===== config.mk =====
export PLATFORM = sky130hd
export DESIGN_NAME = io_out_uart
export DESIGN_NICKNAME = d
export VERILOG_FILES = /design/src/rtl/io_out_uart.sv
export SDC_FILE = /design/constraint.sdc
export NUM_CORES = 1
export LEC_CHECK = 0
export BUFFER_PORTS_ARGS = -buffer_cell sky130_fd_sc_hd__buf_2
export CAP_MARGIN = 10
export CORE_MARGIN = 2
export CORE_UTILIZATION = 55
export CTS_CLUSTER_DIAMETER = 120
export DETAILED_ROUTE_END_ITERATION = 6
export PLACE_DENSITY = 0.73
export SLEW_MARGIN = 20
export SYNTH_ARGS = -nofsm -noshare
export SYNTH_HDL_FRONTEND = slang
export SYNTH_SLANG_ARGS = --single-unit

===== constraint.sdc =====
create_clock -name clk -period 2.9 [get_ports clk]
set_input_delay 0.145 -clock clk [delete_from_list [all_inputs] [get_ports clk]]
set_output_delay 0.145 -clock clk [all_outputs]
set_load 0.005 [all_outputs]

===== src/rtl/io_out_uart.sv =====
// io_out_uart: buffers 16-bit CPU output words in a FIFO and sends each one
// as two 8N1 UART bytes, low byte first, on a registered tx line.
//
// state | meaning
// ------+---------------------------------------------------------------
// IDLE  | line idle (tx=1); pops the head word as soon as the FIFO is non-empty
// START | start bit (tx=0) for CLKS_PER_BIT cycles
// DATA  | 8 data bits of the selected byte, LSB first
// STOP  | stop bit (tx=1); goes back to START for the high byte, else to IDLE
module io_out_uart #(
  parameter int CLKS_PER_BIT = 16,
  parameter int FIFO_DEPTH   = 8
) (
  input  logic                          clk,
  input  logic                          rst,
  input  logic                          wr_en,
  input  logic [15:0]                   wr_data,
  output logic                          full,
  output logic                          empty,
  output logic [$clog2(FIFO_DEPTH):0]   count,
  output logic                          busy,
  output logic                          overflow,
  output logic                          tx
);

  localparam int PW = $clog2(FIFO_DEPTH);
  localparam int CW = PW + 1;
  localparam int BW = $clog2(CLKS_PER_BIT);

  typedef enum logic [1:0] {IDLE, START, DATA, STOP} state_t;

  logic [15:0]   mem [FIFO_DEPTH];
  logic [PW-1:0] wr_ptr, rd_ptr;
  logic [CW-1:0] count_q;
  logic          overflow_q;
  logic          push, pop;

  state_t        state, state_n;
  logic [BW-1:0] baud, baud_n;
  logic [2:0]    bit_idx, bit_n;
  logic          byte_sel, sel_n;
  logic [15:0]   word_q, word_n;
  logic          tx_q, tx_n;
  logic [7:0]    cur_byte;
  logic          baud_tc;

  // Full/empty come straight from the registered occupancy, so a write
  // into an empty FIFO is only poppable on the following cycle.
  assign full     = (count_q == CW'(FIFO_DEPTH));
  assign empty    = (count_q == '0);
  assign count    = count_q;
  assign overflow = overflow_q;
  assign busy     = (state != IDLE);
  assign tx       = tx_q;

  // A write while full is dropped even if the FSM pops in the same cycle.
  assign push = wr_en && !full;

  // Storage array; no reset needed because occupancy guards every read.
  always_ff @(posedge clk) begin
    if (push) mem[wr_ptr] <= wr_data;
  end

  // FIFO pointers, exact occupancy count and sticky overflow flag.
  always_ff @(posedge clk) begin
    if (rst) begin
      wr_ptr     <= '0;
      rd_ptr     <= '0;
      count_q    <= '0;
      overflow_q <= 1'b0;
    end else begin
      if (push) wr_ptr <= wr_ptr + PW'(1);
      if (pop)  rd_ptr <= rd_ptr + PW'(1);
      unique case ({push, pop})
        2'b10:   count_q <= count_q + CW'(1);
        2'b01:   count_q <= count_q - CW'(1);
        default: count_q <= count_q;
      endcase
      if (wr_en && full) overflow_q <= 1'b1;
    end
  end

  assign cur_byte = byte_sel ? word_q[15:8] : word_q[7:0];
  assign baud_tc  = (baud == BW'(CLKS_PER_BIT - 1));

  // Transmitter state register; tx is registered alongside the state.
  always_ff @(posedge clk) begin
    if (rst) begin
      state    <= IDLE;
      baud     <= '0;
      bit_idx  <= '0;
      byte_sel <= 1'b0;
      word_q   <= '0;
      tx_q     <= 1'b1;
    end else begin
      state    <= state_n;
      baud     <= baud_n;
      bit_idx  <= bit_n;
      byte_sel <= sel_n;
      word_q   <= word_n;
      tx_q     <= tx_n;
    end
  end

  // Next-state logic; tx_n is the line level for the cycle being entered.
  always_comb begin
    state_n = state;
    baud_n  = baud;
    bit_n   = bit_idx;
    sel_n   = byte_sel;
    word_n  = word_q;
    tx_n    = tx_q;
    pop     = 1'b0;
    unique case (state)
      IDLE: begin
        tx_n = 1'b1;
        if (!empty) begin
          pop     = 1'b1;
          word_n  = mem[rd_ptr];
          sel_n   = 1'b0;
          baud_n  = '0;
          state_n = START;
          tx_n    = 1'b0;
        end
      end
      START: begin
        if (baud_tc) begin
          baud_n  = '0;
          bit_n   = '0;
          state_n = DATA;
          tx_n    = cur_byte[0];
        end else begin
          baud_n  = baud + BW'(1);
        end
      end
      DATA: begin
        if (baud_tc) begin
          baud_n = '0;
          if (bit_idx == 3'd7) begin
            state_n = STOP;
            tx_n    = 1'b1;
          end else begin
            bit_n = bit_idx + 3'd1;
            tx_n  = cur_byte[bit_idx + 3'd1];
          end
        end else begin
          baud_n = baud + BW'(1);
        end
      end
      STOP: begin
        if (baud_tc) begin
          baud_n = '0;
          if (!byte_sel) begin
            sel_n   = 1'b1;
            state_n = START;
            tx_n    = 1'b0;
          end else begin
            state_n = IDLE;
            tx_n    = 1'b1;
          end
        end else begin
          baud_n = baud + BW'(1);
        end
      end
      default: begin
        state_n = IDLE;
        tx_n    = 1'b1;
      end
    endcase
  end

endmodule


==> results.md <==
Outcome:
- The run finished with clean final reports.

Worst hold path:
- Along the worst hold path, the cell count comes to 1.
- The class of the worst hold path is in -> reg.
- The worst hold path startpoint is wr_data[3].
- For hold timing, the worst endpoint is mem[3][3].

Timing:
- For the final database, setup skew stands at 0.01017 ns.
- The total count of max-transition violations in the final report is 0.
- The peak clock frequency supported by timing is 374.6 MHz.
- The final number of setup-violating endpoints is 0.
- The transition time at the pin with the least slew margin is 0.6591 ns.
- The hold violation count in the final report is 0.
- Measured against its own limit, the worst slew margin works out to 56.00%.
- After routing, the total negative slack on setup checks comes to 0 ns.
- The post-layout minimum cycle time is 2.669 ns.
- The portion of the clock cycle consumed by the worst path in the final layout is 92.04%.
- Setup repair after global routing left no endpoint under its margin.

Floorplanning:
- The floorplan step set the die width to 114.7 um.
- The placeable core region is 12,010 um2.
- The die covers 13,160 um2.
- After floorplanning, the core was divided into 40 placement rows.
- For this design the top-level I/O count stands at 28.
- For this configuration, the core starts out at a cell density of 56.11%.
- The vertical die dimension is 114.7 um.

Final layout:
- In the final design database the tool counted 493 nets.
- The library cell used most frequently in the layout, excluding fill and tap cells, is edfxtp_1.
- The number of antenna diodes in the final layout is 0.
- Counting the fill cells in the layout gives 836.
- Of the cells placed in the final design, the portion with a size suffix greater than 1 is 25.32%.
- Across the whole layout, storage elements account for 4606 um2.
- Relative to the synthesized area, the layout overhead comes to 15.85%.
- The area occupied by multi-input gates is 2011 um2.
- In the layout the commonest cells are 128 x edfxtp_1, 37 x dfxtp_1, 36 x mux4_2, 36 x a21oi_1, 27 x buf_2.
- For this run, the number of standard cells in the final layout without fillers is 621.

Global route:
- The initial antenna violation count is 0.
- Global routing used 21.12% of the available tracks across all layers.
- Summed over all layers, the global routing overflow is 0.
- Entering global routing, the biggest net connects 37 pins.
- The number of global-route vias before repair is 3,697.
- The global-route wire length before repair is 19,940 um.

Critical path:
- The required time of the critical path is 3.25 ns.
- The worst reg2reg path depth is 9.
- In this run the worst path has a maximum fanout of 9.
- The arrival time of the worst setup path is 3.02 ns.
- The setup check on the worst reg-to-reg path leaves a slack of 0.23 ns.
- The critical path in this run is classified as reg -> reg.
- The kind of capture point of the worst setup path is a flop.
- The endpoint identified for the worst register-to-register timing path is count[2].
- The startpoint kind of the worst setup timing path is a flop.
- The reg-to-reg critical path startpoint is count[1].
- The critical path launch point is count[1].

Route:
- The number of nets still failing antenna checks after routing is 0.
- Summed over all layers, the routed wires come to 12,920 um.
- The routed wire length per instance is 20.81 um.
- The total via count after detailed routing is 3,692.
- In the routed design, unresolved DRC markers number 0.
- For this block, the initial DRC count from the detailed router was 321.
- The number of detailed-routing iterations run before antenna repair is 4.
- The detailed-route vias per instance is 5.945.

Synthesis:
- The synthesized netlist contains 48 unique library cells.
- The most frequently used flop master after synthesis is edfxtp_1.
- For this run, the register share of the synthesized area comes to 68.31%.
- Of all flip-flops after synthesis, the portion carrying an async set or reset was 0%.
- The synthesized design contains 166 register bits.
- Synthesis produced a netlist with a net count of 440.
- In this run, synthesis inferred 128 flip-flops with an integrated enable.
- After technology mapping, the gate count stands at 408.
- The average instance in the mapped netlist occupies 16.52 um2.
- The cell area after synthesis is 6740 um2.
- The synthesis warning total is 0.

Clock tree:
- The maximum level of the CTS H-tree is 4.
- Post-CTS repair changed the size of 0 cells.
- Clock tree synthesis inserted a total of 17 buffers.
- The clock tree from TritonCTS is done.
- The clock latency of the later-clocked register in the worst-skew pair is 0.42 ns.
- CTS saw 166 sinks.
- The cell sitting at the root of the clock tree is a clkbuf_16.
- The clock transition time at the flip-flop clock pins of the worst setup and hold paths is 0.06 ns.
- No sink is reached through more buffers than the 2 on the longest clock path.

Placed design:
- The total instance count after detailed placement is 575.
- Detailed placement finished with a half-perimeter wire length of 7406 um.
- At the end of routability-driven placement, the weighted congestion stood at 0.8643.
- Input and output buffers added on the ports amount to 27.

Power:
- The total leakage power is 2.653 nW.
- The highest ir drop seen on vdd is 0.4705 mV.
- The total power divided by cell area is 904.7 nW/um2.

Flow run:
- Across the run, the number of max-cap violations was 0.
-- flip-flops by register name, summed over array words and instances, names as in the netlist, 2 cells and up --
| register | count |
|---|---|
| baud | 4 |
| bit_idx | 3 |
| count | 4 |
| mem | 128 |
| rd_ptr | 3 |
| state | 2 |
| word_q | 16 |
| wr_ptr | 3 |
-- worst max-delay path by stage --
stage,endpoint,slack [ns],depth (start not counted)
final,count[2],0.23,9
after global routing,count[2],0.08,9
after CTS,count[2],0.23,9
after detailed placement,count[2],0.26,9
after global placement,count[2],0.36,9
after floorplan,mem[0][0],0.02,4
-- layout make-up --
| type | count | area share [%] |
|---|---|---|
| clock buffer | 23 | 6.666 |
| clock inverter | 9 | 0.7851 |
| inverter | 9 | 0.4326 |
| multi-input combinational | 212 | 25.75 |
| sequential | 166 | 58.98 |
| tap | 147 | 2.355 |
| timing repair buffer | 55 | 5.031 |
-- kinds of logic after synthesis --
family,synth area share [%]
and+or+nand+nor,5.922
xor gates and xnor gates,0.9096
adders and majority gates,2.413
AOI/OAI and AO/OA,5.495
buffers and inverters,2.246
DFF,68.31
muxes,14.70
-- cell usage after synthesis (2+ instances only) --
master,count,area [um2]
a21oi_1,36,180.2
and3_1,2,12.51
buf_2,10,50.05
buf_4,3,22.52
buf_6,2,22.52
clkbuf_1,5,18.77
dfxtp_1,38,760.7
edfxtp_1,128,3844
ha_1,13,162.7
inv_1,8,30.03
mux2i_1,18,180.2
mux4_2,36,810.8
nand2_1,11,41.29
nand2b_1,4,25.02
nand3_1,9,45.04
nand4_1,2,12.51
nand4b_1,2,17.52
nor2_1,16,60.06
nor2b_1,2,12.51
nor3_1,8,40.04
nor4_1,2,12.51
nor4b_1,2,17.52
o21ai_0,15,75.07
o21ai_1,6,30.03
or3_1,2,12.51
xor2_1,6,52.55
-- per-stage QoR --
step / hold slack [ns] / utilization (%) / area [um2] / setup slack [ns] / power [mW]
floorplan: 0.2439 / - / 6740 / 0.02347 / 4.498
global placement: 0.4074 / 59.00 / 7087 / 0.3560 / 4.862
detailed placement: 0.4206 / 59.00 / 7087 / 0.2602 / 4.943
CTS: 0.006806 / 65.01 / 7809 / 0.2345 / 7.118
global route: 0.02275 / 65.01 / 7809 / 0.08399 / 7.419
finish: 0.01507 / 65.01 / 7809 / 0.2308 / 7.065
-- what timing repair did --
item / 4_1_cts / 5_1_grt
hold buffers: 14 / 0
buffers inserted: 0 / 0
hold endpoints to repair: 109 / 0
-- where the power goes --
part	internal (mW)	switching, mW	total, mW	leakage [nW]
clock network	1.27	0.873	2.14	0.290
logic	0.853	1.00	1.85	0.888
registers	2.84	0.228	3.07	1.47
-- routing by layer --
| layer | track usage [%] | wire, um |
|---|---|---|
| met5 | 0 | 0 |
| met4 | 11.41 | 320 |
| met3 | 5.241 | 583 |
| met2 | 33.06 | 6360 |
| met1 | 27.63 | 5656 |
-- critical path, cell delays in order (launching register included) --
cell     delay (ns)
dfxtp_1        0.41
or4b_1         0.70
nand2_4        0.20
ha_1           0.29
xor2_1         0.18
ha_1           0.17
a21oi_1        0.05
xor2_1         0.17
or3_1          0.31
a21oi_1        0.14
Power figures use the tool's default switching activity.
